**config.mk**
```make
export PLATFORM = sky130hd
export DESIGN_NAME = adsr_envelope
export DESIGN_NICKNAME = d
export VERILOG_FILES = /design/src/rtl/dds_pkg.sv /design/src/rtl/env_rate_div.sv /design/src/rtl/adsr_envelope.sv
export SDC_FILE = /design/constraint.sdc
export NUM_CORES = 1
export LEC_CHECK = 0
export CAP_MARGIN = 20
export CORE_ASPECT_RATIO = 1.25
export CORE_MARGIN = 2
export CORE_UTILIZATION = 50
export DETAILED_ROUTE_END_ITERATION = 10
export PLACE_DENSITY = 0.9
export SYNTH_ARGS = -nofsm -noshare
export SYNTH_HDL_FRONTEND = slang
export SYNTH_SLANG_ARGS = --single-unit
```
**constraint.sdc**
```tcl
create_clock -name clk -period 3 [get_ports clk]
set_input_delay 0.6 -clock clk [delete_from_list [all_inputs] [get_ports clk]]
set_output_delay 0.6 -clock clk [all_outputs]
set_load 0.05 [all_outputs]
```
**src/rtl/dds_pkg.sv**
```systemverilog
// rtl/dds_pkg.sv - shared types and constants for the DDS voice and its envelope
package dds_pkg;

    localparam int ENV_LEVEL_WIDTH = 6;
    localparam int ENV_LEVEL_MAX   = 63;
    localparam int ENV_RATE_WIDTH  = 8;

    typedef enum logic [2:0] {
        ENV_IDLE    = 3'd0,
        ENV_ATTACK  = 3'd1,
        ENV_DECAY   = 3'd2,
        ENV_SUSTAIN = 3'd3,
        ENV_RELEASE = 3'd4
    } env_state_t;

    // Stages in which the level ramps and the tick prescaler runs.
    function automatic logic env_stepping(env_state_t s);
        return (s == ENV_ATTACK) || (s == ENV_DECAY) || (s == ENV_RELEASE);
    endfunction

endpackage

```
**src/rtl/env_rate_div.sv**
```systemverilog
// rtl/env_rate_div.sv - tick prescaler producing one step every rate+1 advances
module env_rate_div #(
    parameter int RATE_WIDTH = 8
) (
    input  logic                  clk,
    input  logic                  rst_active_low,
    input  logic                  clear,
    input  logic                  advance,
    input  logic [RATE_WIDTH-1:0] rate,
    output logic                  step
);

    logic [RATE_WIDTH-1:0] count;

    // Rate is compared live, so a new rate applies at the very next advance.
    assign step = advance && (count == rate);

    always_ff @(posedge clk or negedge rst_active_low) begin
        if (!rst_active_low) begin
            count <= '0;
        end else if (clear) begin
            count <= '0;
        end else if (advance) begin
            count <= step ? '0 : count + 1'b1;
        end
    end

endmodule

```
**src/rtl/adsr_envelope.sv**
```systemverilog
// rtl/adsr_envelope.sv - per-channel ADSR envelope driving the DDS voice volume
module adsr_envelope
    import dds_pkg::*;
#(
    parameter int LEVEL_WIDTH = ENV_LEVEL_WIDTH,
    parameter int RATE_WIDTH  = ENV_RATE_WIDTH
) (
    input  logic                   clk,
    input  logic                   rst_active_low,
    input  logic                   tick,
    input  logic                   gate_in,
    input  logic [RATE_WIDTH-1:0]  attack_rate,
    input  logic [RATE_WIDTH-1:0]  decay_rate,
    input  logic [LEVEL_WIDTH-1:0] sustain_level,
    input  logic [RATE_WIDTH-1:0]  release_rate,
    output logic [LEVEL_WIDTH-1:0] vol_out,
    output logic                   env_active,
    output logic [2:0]             stage_out
);

    localparam logic [LEVEL_WIDTH-1:0] LEVEL_MAX = '1;

    env_state_t             state, state_next;
    logic [LEVEL_WIDTH-1:0] level, level_next;
    logic                   gate_q;
    logic                   rise, fall;
    logic                   clear, advance, step;
    logic [RATE_WIDTH-1:0]  rate_sel;

    assign rise    = gate_in & ~gate_q;
    assign fall    = ~gate_in & gate_q;
    assign vol_out = level;

    always_comb begin
        state_next = state;
        clear      = 1'b0;
        if (rise) begin
            state_next = ENV_ATTACK;
            clear      = 1'b1;
        end else if (fall) begin
            if (state == ENV_ATTACK || state == ENV_DECAY || state == ENV_SUSTAIN) begin
                state_next = ENV_RELEASE;
                clear      = 1'b1;
            end
        end else begin
            case (state)
                ENV_ATTACK:  if (level == LEVEL_MAX) begin
                                 state_next = ENV_DECAY;
                                 clear      = 1'b1;
                             end
                ENV_DECAY:   if (level <= sustain_level) begin
                                 state_next = ENV_SUSTAIN;
                                 clear      = 1'b1;
                             end
                ENV_RELEASE: if (level == '0) begin
                                 state_next = ENV_IDLE;
                                 clear      = 1'b1;
                             end
                default:     state_next = state;
            endcase
        end
        // Edge and stage-completion cycles never step the level.
        advance = tick && env_stepping(state) && !rise && !fall && !clear;
    end

    always_comb begin
        case (state)
            ENV_ATTACK:  rate_sel = attack_rate;
            ENV_DECAY:   rate_sel = decay_rate;
            ENV_RELEASE: rate_sel = release_rate;
            default:     rate_sel = '0;
        endcase
    end

    env_rate_div #(
        .RATE_WIDTH(RATE_WIDTH)
    ) u_rate_div (
        .clk           (clk),
        .rst_active_low(rst_active_low),
        .clear         (clear),
        .advance       (advance),
        .rate          (rate_sel),
        .step          (step)
    );

    // Completion checks run first, so a step can never pass 0, 63 or the sustain target.
    always_comb begin
        level_next = level;
        if (step) begin
            level_next = (state == ENV_ATTACK) ? level + 1'b1 : level - 1'b1;
        end
    end

    always_ff @(posedge clk or negedge rst_active_low) begin
        if (!rst_active_low) begin
            state      <= ENV_IDLE;
            level      <= '0;
            gate_q     <= 1'b0;
            stage_out  <= 3'd0;
            env_active <= 1'b0;
        end else begin
            gate_q     <= gate_in;
            state      <= state_next;
            level      <= level_next;
            stage_out  <= state_next;
            env_active <= (state_next != ENV_IDLE);
        end
    end

endmodule

```
==> impl_metrics.ini, run 1 <==
[timing]
setup_violations = 0
skew_ps = 2.15
whs_ps = 583
setup_tns_ps = 0
fin_crit_sh_pct = 92.4
hold_viol = 0
drv_slew = 0
fin_crit_ps = 2770
grt_setup_unrepaired = no
max_slew_margin_pct = 41.3
clock.fmax_mhz = 361
worst_pin_slew_ps = 878
worst_slack_ps = 227

[global_routing]
grt_max_degree = 31
grt_overflow = 0
grt_first_pass_wirelength_um = 7760
antenna_found_initial = 0
grt_pass1_vias = 1758
grt_usage_pct = 22.9

[worst_hold_path]
hold_class = flop to flop
min_from = vol_out[5]$_DFFE_PN0P_
hold_end = vol_out[5]$_DFFE_PN0P_
worstHoldPathCells = 1

[placement]
io_buffers = 43
routabilityCongestion = 0.782
dp_slack_ps = -136
dp_hpwl_um = 3310

[yosys]
synthTopCellsByArea = dfrtp_1 26%, nand4bb_1 15%, ha_1 7.4%
synthMuxAreaShare_pct = 3.24
synth.top_cell.area_share_pct = 25.6
yosysTopAreaCell = dfrtp_1
synthSimpleGateAreaFrac_pct = 41.3
synth_flop_cell = dfrtp_1
async_reset_ff_share_pct = 100
synth-compound-area-share_pct = 13.0
syn-cell-area_um2 = 1850
synth.avg_cell_area_um2 = 9.00
synth_fa_ha_area_share_pct = 8.50
seq_area_frac_synth_pct = 25.6
syn-num-nets = 252
synth_cell_types = 45
synth_top_family_by_area = simple AND/OR/NAND/NOR gates
synth_edf_count = 0
yosys_warnings = 0
synth_cells = 206
ys_ff_latch = 19
synth_xor_area_share_pct = 2.36

[layout]
diodes = 0
drive_gt1_share_pct = 12.6
area_growth_syn_to_layout_pct = 30.2
fillers = 262
nNetsFinal = 300

[run_status]
status = completed

[drt]
vias = 1808
wirelength_um = 4500
avgRoutedWirePerCell_um = 15.4
viasPerCell = 6.19
ant_nets = 0
drt_iter0_drc = 93
first_pass_iters = 4
post-route-drc-count = 0

[cts]
cts_made_buffers = 3
h-tree-depth = 1
clk_pin_slew_ps = 70
clock-root-buffer = clkbuf_8
cts_tree = done
cts_setup_buffers = 0
clk_latency_ps = 250
clock_path_buffers = 2
cts_resized = 0
clock_sinks = 19
cts_hold_buf = 0

[setup_path]
worstReg2RegEnd = vol_out[5]$_DFFE_PN0P_
ff2ff_setup_slack_ps = 230
reg2regPathDepth = 9
cp_max_fo = 5
critPathArrivalTime_ps = 2910
path_class = input pin to flop
crit_chain = clkdlybuf4s50_1 > inv_1 > ha_1 > and4_1 > o21ai_0 > and4_1 > o21bai_1 > or4b_4 > mux2_4
slowest_delay_ps = 550
crit_path_frequent_cell = and4_1
startpoint_type = input pin
crit_path_end_kind = flop
required_ps = 3140
crit_slowest_cell = or4b_4
r2r_start = state[0]$_DFF_PN0_

[floorplan]
core-area_um2 = 3510
die_x_um = 58.5
start_util_pct = 52.8
dieArea_um2 = 4210
fp.dieH_um = 72.1
rows = 24
io_pins = 44

[pwr]
power_density_nw_per_um2 = 587
power_leakage_nw = 0.968
irDropWorstVdd_uv = 633
power_mw = 1.42

[run]
drv_cap = 0
## through the flow
step / utilization [%] / cells / area, um^2
global route: 68.7 / 292 / 2410
finish: 68.7 / 292 / 2410
floorplan: - / 206 / 1860
detailed placement: 67.3 / 288 / 2360
global placement: 67.3 / 288 / 2360
CTS: 68.6 / 292 / 2410
## cell type report
type | instances | area [um^2] | share of cell area, %
multi-input cells | 164 | 1270 | 52.7
repair buffers | 57 | 536 | 22.2
flip-flops and latches | 19 | 479 | 19.8
well taps | 39 | 48.8 | 2.02
clock buffers | 4 | 45.0 | 1.87
inverters | 9 | 33.8 | 1.40
## state kept, by name, indices dropped and copies added (netlist names)
name              count
u_rate_div.count      8
state                 3
env_active            1
vol_out               6
gate_q                1
## synth_stat cells (2+ instances only)
master and n:
and2_1 2, nand3_1 9, dfrtp_1 19, nor4_1 4
nor3_1 4, nor2b_1 4, ha_1 11, nand4_1 6
a21oi_1 11, nor2_1 7, o21ai_0 7, nand2_1 18
inv_1 9, a21o_1 2, nor3b_1 3, a31oi_1 11
buf_6 2, clkbuf_1 6, nor4b_2 3, o21bai_1 2
and3_1 2, xnor2_1 3, and4_1 7, mux2_4 4
nand4bb_1 24, xor2_1 2, nand2b_1 3, buf_2 4
## logic make-up after synthesis
| family | count (synthesis) |
|---|---|
| compound gates | 39 |
| xor+xnor | 5 |
| fa+ha+maj | 12 |
| buf+inv | 23 |
| flops | 19 |
| mux | 4 |
| simple gates | 104 |
## worst max-delay path by stage
stage | depth (start not counted) | startpoint | endpoint
CTS | 9 | sustain_level[5] | vol_out[3]$_DFFE_PN0P_
global placement | 9 | sustain_level[5] | vol_out[4]$_DFFE_PN0P_
detailed placement | 9 | sustain_level[5] | vol_out[3]$_DFFE_PN0P_
finish | 9 | sustain_level[3] | vol_out[3]$_DFFE_PN0P_
global route | 8 | state[0]$_DFF_PN0_ | vol_out[5]$_DFFE_PN0P_
floorplan | 11 | state[2]$_DFF_PN0_ | vol_out[5]$_DFFE_PN0P_
## critical path, delay by kind of cell
family / cells / cell delay (ps)
adders and majority gates: 1 / 280
AOI/OAI and AO/OA: 2 / 250
and+or+nand+nor: 3 / 960
muxes: 1 / 320
buffers and inverters: 2 / 490
## cells in the final DEF, fill, tap and decap left out, types with 9 or more instances in the layout
cell type / n
clkdlybuf4s50_1: 43
ha_1: 11
buf_4: 14
nand3_1: 9
a31oi_1: 11
inv_1: 9
a21oi_1: 11
dfrtp_1: 16
nand2_1: 18
nand4bb_1: 24
## power by group
| part | switching, mW | leakage [nW] | internal, mW | total (mW) |
|---|---|---|---|---|
| clock | 0.0795 | 0.0228 | 0.0942 | 0.174 |
| sequential | 0.122 | 0.246 | 0.310 | 0.432 |
| combinational | 0.426 | 0.700 | 0.387 | 0.813 |
| total | 0.627 | 0.968 | 0.791 | 1.42 |
## layer usage
layer  up-vias  global-route usage [%]  wire length (um)  share of wire, %
met4         0                    8.01                82               1.8
met1       866                    29.6              1960                43
li1        885                       -                 -                 -
met5         -                       0                 0                 0
met3         8                    2.32               225               5.0
met2        49                    39.3              2240                50
No activity file was read; power rests on OpenSTA's default activity.
==> run 2, diff against run 1 <==
--- a/config.mk
+++ b/config.mk
@@ -8,9 +8,9 @@
 export CAP_MARGIN = 20
 export CORE_ASPECT_RATIO = 1.25
 export CORE_MARGIN = 2
-export CORE_UTILIZATION = 50
+export CORE_UTILIZATION = 45
 export DETAILED_ROUTE_END_ITERATION = 10
-export PLACE_DENSITY = 0.9
+export PLACE_DENSITY = 0.83
 export SYNTH_ARGS = -nofsm -noshare
 export SYNTH_HDL_FRONTEND = slang
 export SYNTH_SLANG_ARGS = --single-unit
==> run 2 against run 1 <==
Non-clock buffer count stayed put. Global-route usage is 3.8 points lower. Combinational power hardly changed. Critical path depth stayed put. Clock skew is 1.2 ps lower. Register-to-register slack hardly changed. Critical path type unchanged. Critical endpoint is now vol_out[1]$_DFFE_PN0P_. Highest routed layer unchanged.
==> impl_metrics.ini, run 2 (same netlist as run 1, synthesis figures left out) <==
[run_status]
status = completed

[setup_path]
crit_slowest_cell = or4b_1
cp_max_fo = 5
required_ps = 3140
crit_path_frequent_cell = and4_1
path_class = input pin to flop
startpoint_type = input pin
critPathArrivalTime_ps = 2980
crit_path_end_kind = flop
crit_chain = clkdlybuf4s50_1 > inv_1 > ha_1 > and4_1 > o21ai_0 > and4_1 > o21bai_1 > or4b_1 > mux2_4
slowest_delay_ps = 620

[drt]
ant_nets = 0
avgRoutedWirePerCell_um = 13.7
first_pass_iters = 4
post-route-drc-count = 0
viasPerCell = 5.70
vias = 1760
wirelength_um = 4230
drt_iter0_drc = 95

[placement]
dp_hpwl_um = 3260
io_buffers = 43
post_dp_cell_area_um2 = 2380
placedCellCount = 305
routabilityCongestion = 0.782

[layout]
top_register = u_rate_div.count
multiInputGateArea_um2 = 1270
final_cell_mix = 43 x clkdlybuf4s50_1, 24 x nand4bb_1, 18 x nand2_1
nNetsFinal = 300
final_area_um2 = 2430
drive_gt1_share_pct = 12.6
diodes = 0
seq_area_um2 = 479
fillers = 366
area_growth_syn_to_layout_pct = 31.2
largest_register_ffs = 8
post-route-util_pct = 60.3
final_common_cell = clkdlybuf4s50_1
fin_cells = 309

[global_routing]
antenna_found_initial = 0
grt_overflow = 0
grt_pass1_vias = 1619
grt_first_pass_wirelength_um = 6920
grt_max_degree = 27
grt_usage_pct = 19.1

[cts]
clock_path_buffers = 2
cts_tree = done
cts_setup_buffers = 0
cts_made_buffers = 3
clk_latency_ps = 250
clk_pin_slew_ps = 70
clock-root-buffer = clkbuf_8
clock_sinks = 19
h-tree-depth = 1
cts_hold_buf = 0

[pwr]
irDropWorstVdd_uv = 565
power_density_nw_per_um2 = 581
power_leakage_nw = 0.969

[floorplan]
io_pins = 44
start_util_pct = 46.0
dieArea_um2 = 4650
core-area_um2 = 4030
die_x_um = 61.4
rows = 26
fp.dieH_um = 75.8

[timing]
grt_setup_unrepaired = no
drv_slew = 0
setup_violations = 0
hold_viol = 0
clock.fmax_mhz = 352
whs_ps = 577
fin_crit_sh_pct = 94.7
worst_pin_slew_ps = 888
skew_ps = 0.921
fin_crit_ps = 2840
max_slew_margin_pct = 40.6

[worst_hold_path]
hold_class = flop to flop

[run]
drv_cap = 0
[run 2: cell types whose count changed in the layout (fill, tap and decap cells not counted)]
cell,change
clkinv_2,+1
or4b_1,+1
or4b_4,-1
clkbuf_1,-1
[run 2: worst paths after layout]
check / start / to / slack [ps] / depth (start not counted)
worst max-delay path: sustain_level[5] / vol_out[1]$_DFFE_PN0P_ / 160 / 9
worst min-delay path: vol_out[5]$_DFFE_PN0P_ / vol_out[5]$_DFFE_PN0P_ / 580 / 1
worst max register to register: state[0]$_DFF_PN0_ / vol_out[1]$_DFFE_PN0P_ / 230 / 7
worst min register to register: vol_out[5]$_DFFE_PN0P_ / vol_out[5]$_DFFE_PN0P_ / 580 / 1
max in group asynchronous: rst_active_low / state[0]$_DFF_PN0_ / 1550 / 1
min in group asynchronous: rst_active_low / u_rate_div.count[2]$_DFFE_PN0P_ / 850 / 1
[run 2: final cells by class]
type                            instances  share of cell area, %
Multi-Input combinational cell        164                   52.1
Timing Repair Buffer                   57                   22.0
Sequential cell                        19                   19.7
Tap cell                               56                   2.88
Clock buffer                            3                   1.70
Inverter                                9                   1.39
Clock inverter                          1                  0.206
[run 2: metal layers]
layer	vias to the layer above	global-route usage (%)	wire [um]
met5	-	0	0
met4	0	4.26	14
met3	2	1.19	108
met2	27	35.6	2230
met1	844	23.9	1890
li1	887	-	-
[run 2: repair_timing]
action / CTS / global route
resized for setup: 0 / 2
hold endpoints to repair: 0 / 0
endpoints found under the setup margin: 0 / 6
[run 2: metrics by stage]
stage	setup TNS [ps]	setup WS [ps]	power [mW]
floorplan	0	1.97	0.975
global placement	-338	-73.4	1.23
detailed placement	-582	-117	1.25
CTS	0	119	1.43
global route	0	31.4	1.53
finish	0	158	1.41
[run 2: critical path: cells and delay by family]
family	cells	cell delay, ps
fa+ha+maj	1	280
compound gates	2	230
mux	1	350
buf+inv	2	490
simple gates	3	1030
[run 2: power by group]
| part | switching, mW | total [mW] | leakage (nW) | internal (mW) |
|---|---|---|---|---|
| registers | 0.114 | 0.425 | 0.246 | 0.310 |
| logic | 0.422 | 0.816 | 0.698 | 0.394 |
| clock network | 0.0821 | 0.174 | 0.0255 | 0.0922 |
| total | 0.618 | 1.41 | 0.969 | 0.796 |
==> run 3, diff against run 2 <==
--- a/config.mk
+++ b/config.mk
@@ -8,9 +8,9 @@
 export CAP_MARGIN = 20
 export CORE_ASPECT_RATIO = 1.25
 export CORE_MARGIN = 2
-export CORE_UTILIZATION = 45
+export CORE_UTILIZATION = 35
 export DETAILED_ROUTE_END_ITERATION = 10
-export PLACE_DENSITY = 0.83
+export PLACE_DENSITY = 0.7
 export SYNTH_ARGS = -nofsm -noshare
 export SYNTH_HDL_FRONTEND = slang
 export SYNTH_SLANG_ARGS = --single-unit
==> run 3 against run 2 <==
Register-to-register slack got worse by 20 ps. Non-clock buffer count increased by 2. Die area up 27%. Sequential power up 1%. Largest cell class unchanged. Combinational power fell by 0.7%. Sequential share of layout area down 0.057 points. Critical endpoint is now vol_out[4]$_DFFE_PN0P_. Utilization fell by 12 points. Global-route usage fell by 3.8 points. Wire length is 6.2% higher.
==> impl_metrics.ini, run 3 (same netlist as run 1, synthesis figures left out) <==
[run_status]
status = completed

[floorplan]
start_util_pct = 36.5
core-area_um2 = 5080
io_pins = 44
fp.dieH_um = 85.4
die_x_um = 69.1
rows = 29
dieArea_um2 = 5900

[layout]
area_growth_syn_to_layout_pct = 33.0
seq_area_um2 = 484
multiInputGateArea_um2 = 1270
diodes = 0
final_common_cell = clkdlybuf4s50_1
largest_register_ffs = 8
final_cell_mix = 43 x clkdlybuf4s50_1, 24 x nand4bb_1, 18 x nand2_1
fillers = 506
drive_gt1_share_pct = 13.3
nNetsFinal = 302
top_register = u_rate_div.count

[setup_path]
slowest_delay_ps = 630
required_ps = 3150
critPathArrivalTime_ps = 3020
path_class = input pin to flop
cp_top_family = simple AND/OR/NAND/NOR gates
cp_num_buf_inv = 2
crit_path_end_kind = flop
cp_max_fo = 5
crit_chain = clkdlybuf4s50_1 > inv_1 > ha_1 > and4_1 > o21ai_0 > and4_1 > o21bai_1 > or4b_1 > mux2_4
startpoint_type = input pin
crit_slowest_cell = or4b_1
crit_path_frequent_cell = and4_1

[timing]
max_slew_margin_pct = 41.6
worst_slack_ps = 137
worst_pin_slew_ps = 874
whs_ps = 598
clock.fmax_mhz = 349
grt_setup_unrepaired = no
fin_crit_ps = 2860
hold_viol = 0
fin_crit_sh_pct = 95.4
setup_violations = 0
setup_tns_ps = 0
skew_ps = 1.67
drv_slew = 0

[global_routing]
grt_usage_pct = 15.3
grt_pass1_vias = 1737
grt_max_degree = 31
grt_first_pass_wirelength_um = 7620
antenna_found_initial = 0
grt_overflow = 0

[drt]
wirelength_um = 4500
drt_iter0_drc = 86
post-route-drc-count = 0
ant_nets = 0
viasPerCell = 5.72
first_pass_iters = 4
avgRoutedWirePerCell_um = 14.2
vias = 1812

[cts]
clock_path_buffers = 2
clock-root-buffer = clkbuf_8
clock_sinks = 19
clk_latency_ps = 260
cts_made_buffers = 3
h-tree-depth = 1
clk_pin_slew_ps = 70
cts_tree = done

[placement]
io_buffers = 43
dp_slack_ps = -150
dp_hpwl_um = 3320
routabilityCongestion = 0.817

[run]
drv_cap = 0

[pwr]
power_density_nw_per_um2 = 578
irDropWorstVdd_uv = 560
power_leakage_nw = 0.976
power_mw = 1.43

[worst_hold_path]
hold_class = flop to flop
==> run 3: cell types whose count changed in the layout (fill, tap and decap cells not counted) <==
cell / before / now
clkinvlp_4: 0 / 1
clkinv_2: 1 / 0
dfrtp_4: 0 / 2
or3b_4: 0 / 1
buf_4: 14 / 16
or3b_2: 1 / 0
o21ai_0: 7 / 6
dfrtp_2: 3 / 1
o21ai_1: 0 / 1
==> run 3: through the flow <==
stage	utilization [%]	instances	instance area [um^2]
after global routing	48.5	317	2470
final	48.5	317	2470
after global placement	47.2	312	2400
after detailed placement	47.2	312	2400
after floorplan	-	206	1860
after CTS	48.2	316	2450
==> run 3: worst paths after layout <==
check	startpoint	end	slack, ps	cells past startpoint
setup / recovery	sustain_level[5]	vol_out[4]$_DFFE_PN0P_	140	9
hold / removal	u_rate_div.count[7]$_DFFE_PN0P_	u_rate_div.count[7]$_DFFE_PN0P_	600	2
setup reg to reg	state[1]$_DFF_PN0_	vol_out[5]$_DFFE_PN0P_	210	10
hold reg to reg	u_rate_div.count[7]$_DFFE_PN0P_	u_rate_div.count[7]$_DFFE_PN0P_	600	2
max in group asynchronous	rst_active_low	state[0]$_DFF_PN0_	1540	1
min in group asynchronous	rst_active_low	u_rate_div.count[7]$_DFFE_PN0P_	830	1
==> run 3: power breakdown <==
part	total (mW)	switching, mW	internal [mW]
logic	0.810	0.423	0.388
clock network	0.186	0.0920	0.0938
registers	0.430	0.119	0.311
==> run 3: area by class of cell <==
type	instances	area share, %
Clock buffer	3	1.67
Clock inverter	1	0.304
Inverter	9	1.37
Multi-Input combinational cell	164	51.5
Sequential cell	19	19.6
Tap cell	62	3.15
Timing Repair Buffer	59	22.3
==> run 3: per-layer routing <==
metal / track usage [%] / vias to the layer above / wire [um]
li1: - / 895 / -
met1: 19.7 / 870 / 2040
met2: 26.1 / 39 / 2230
met3: 1.78 / 8 / 151
met4: 6.06 / 0 / 81
met5: 0 / - / 0
==> run 3: what timing repair did <==
item	in CTS	in global routing
gates cloned	0	0
setup endpoints to repair	1	5
pin swaps	0	1
hold buffers	0	0
gates resized for setup	1	5
setup buffers	0	1
==> run 3: worst register-to-register path: stages (launching register included) <==
cell and delay [ps]:
dfrtp_4 540, buf_4 180, or3b_4 440, buf_4 170, ha_1 320, and2_1 170
o21ai_0 150, o31ai_1 100, nor4_1 260, and4b_1 250, xor2_1 140
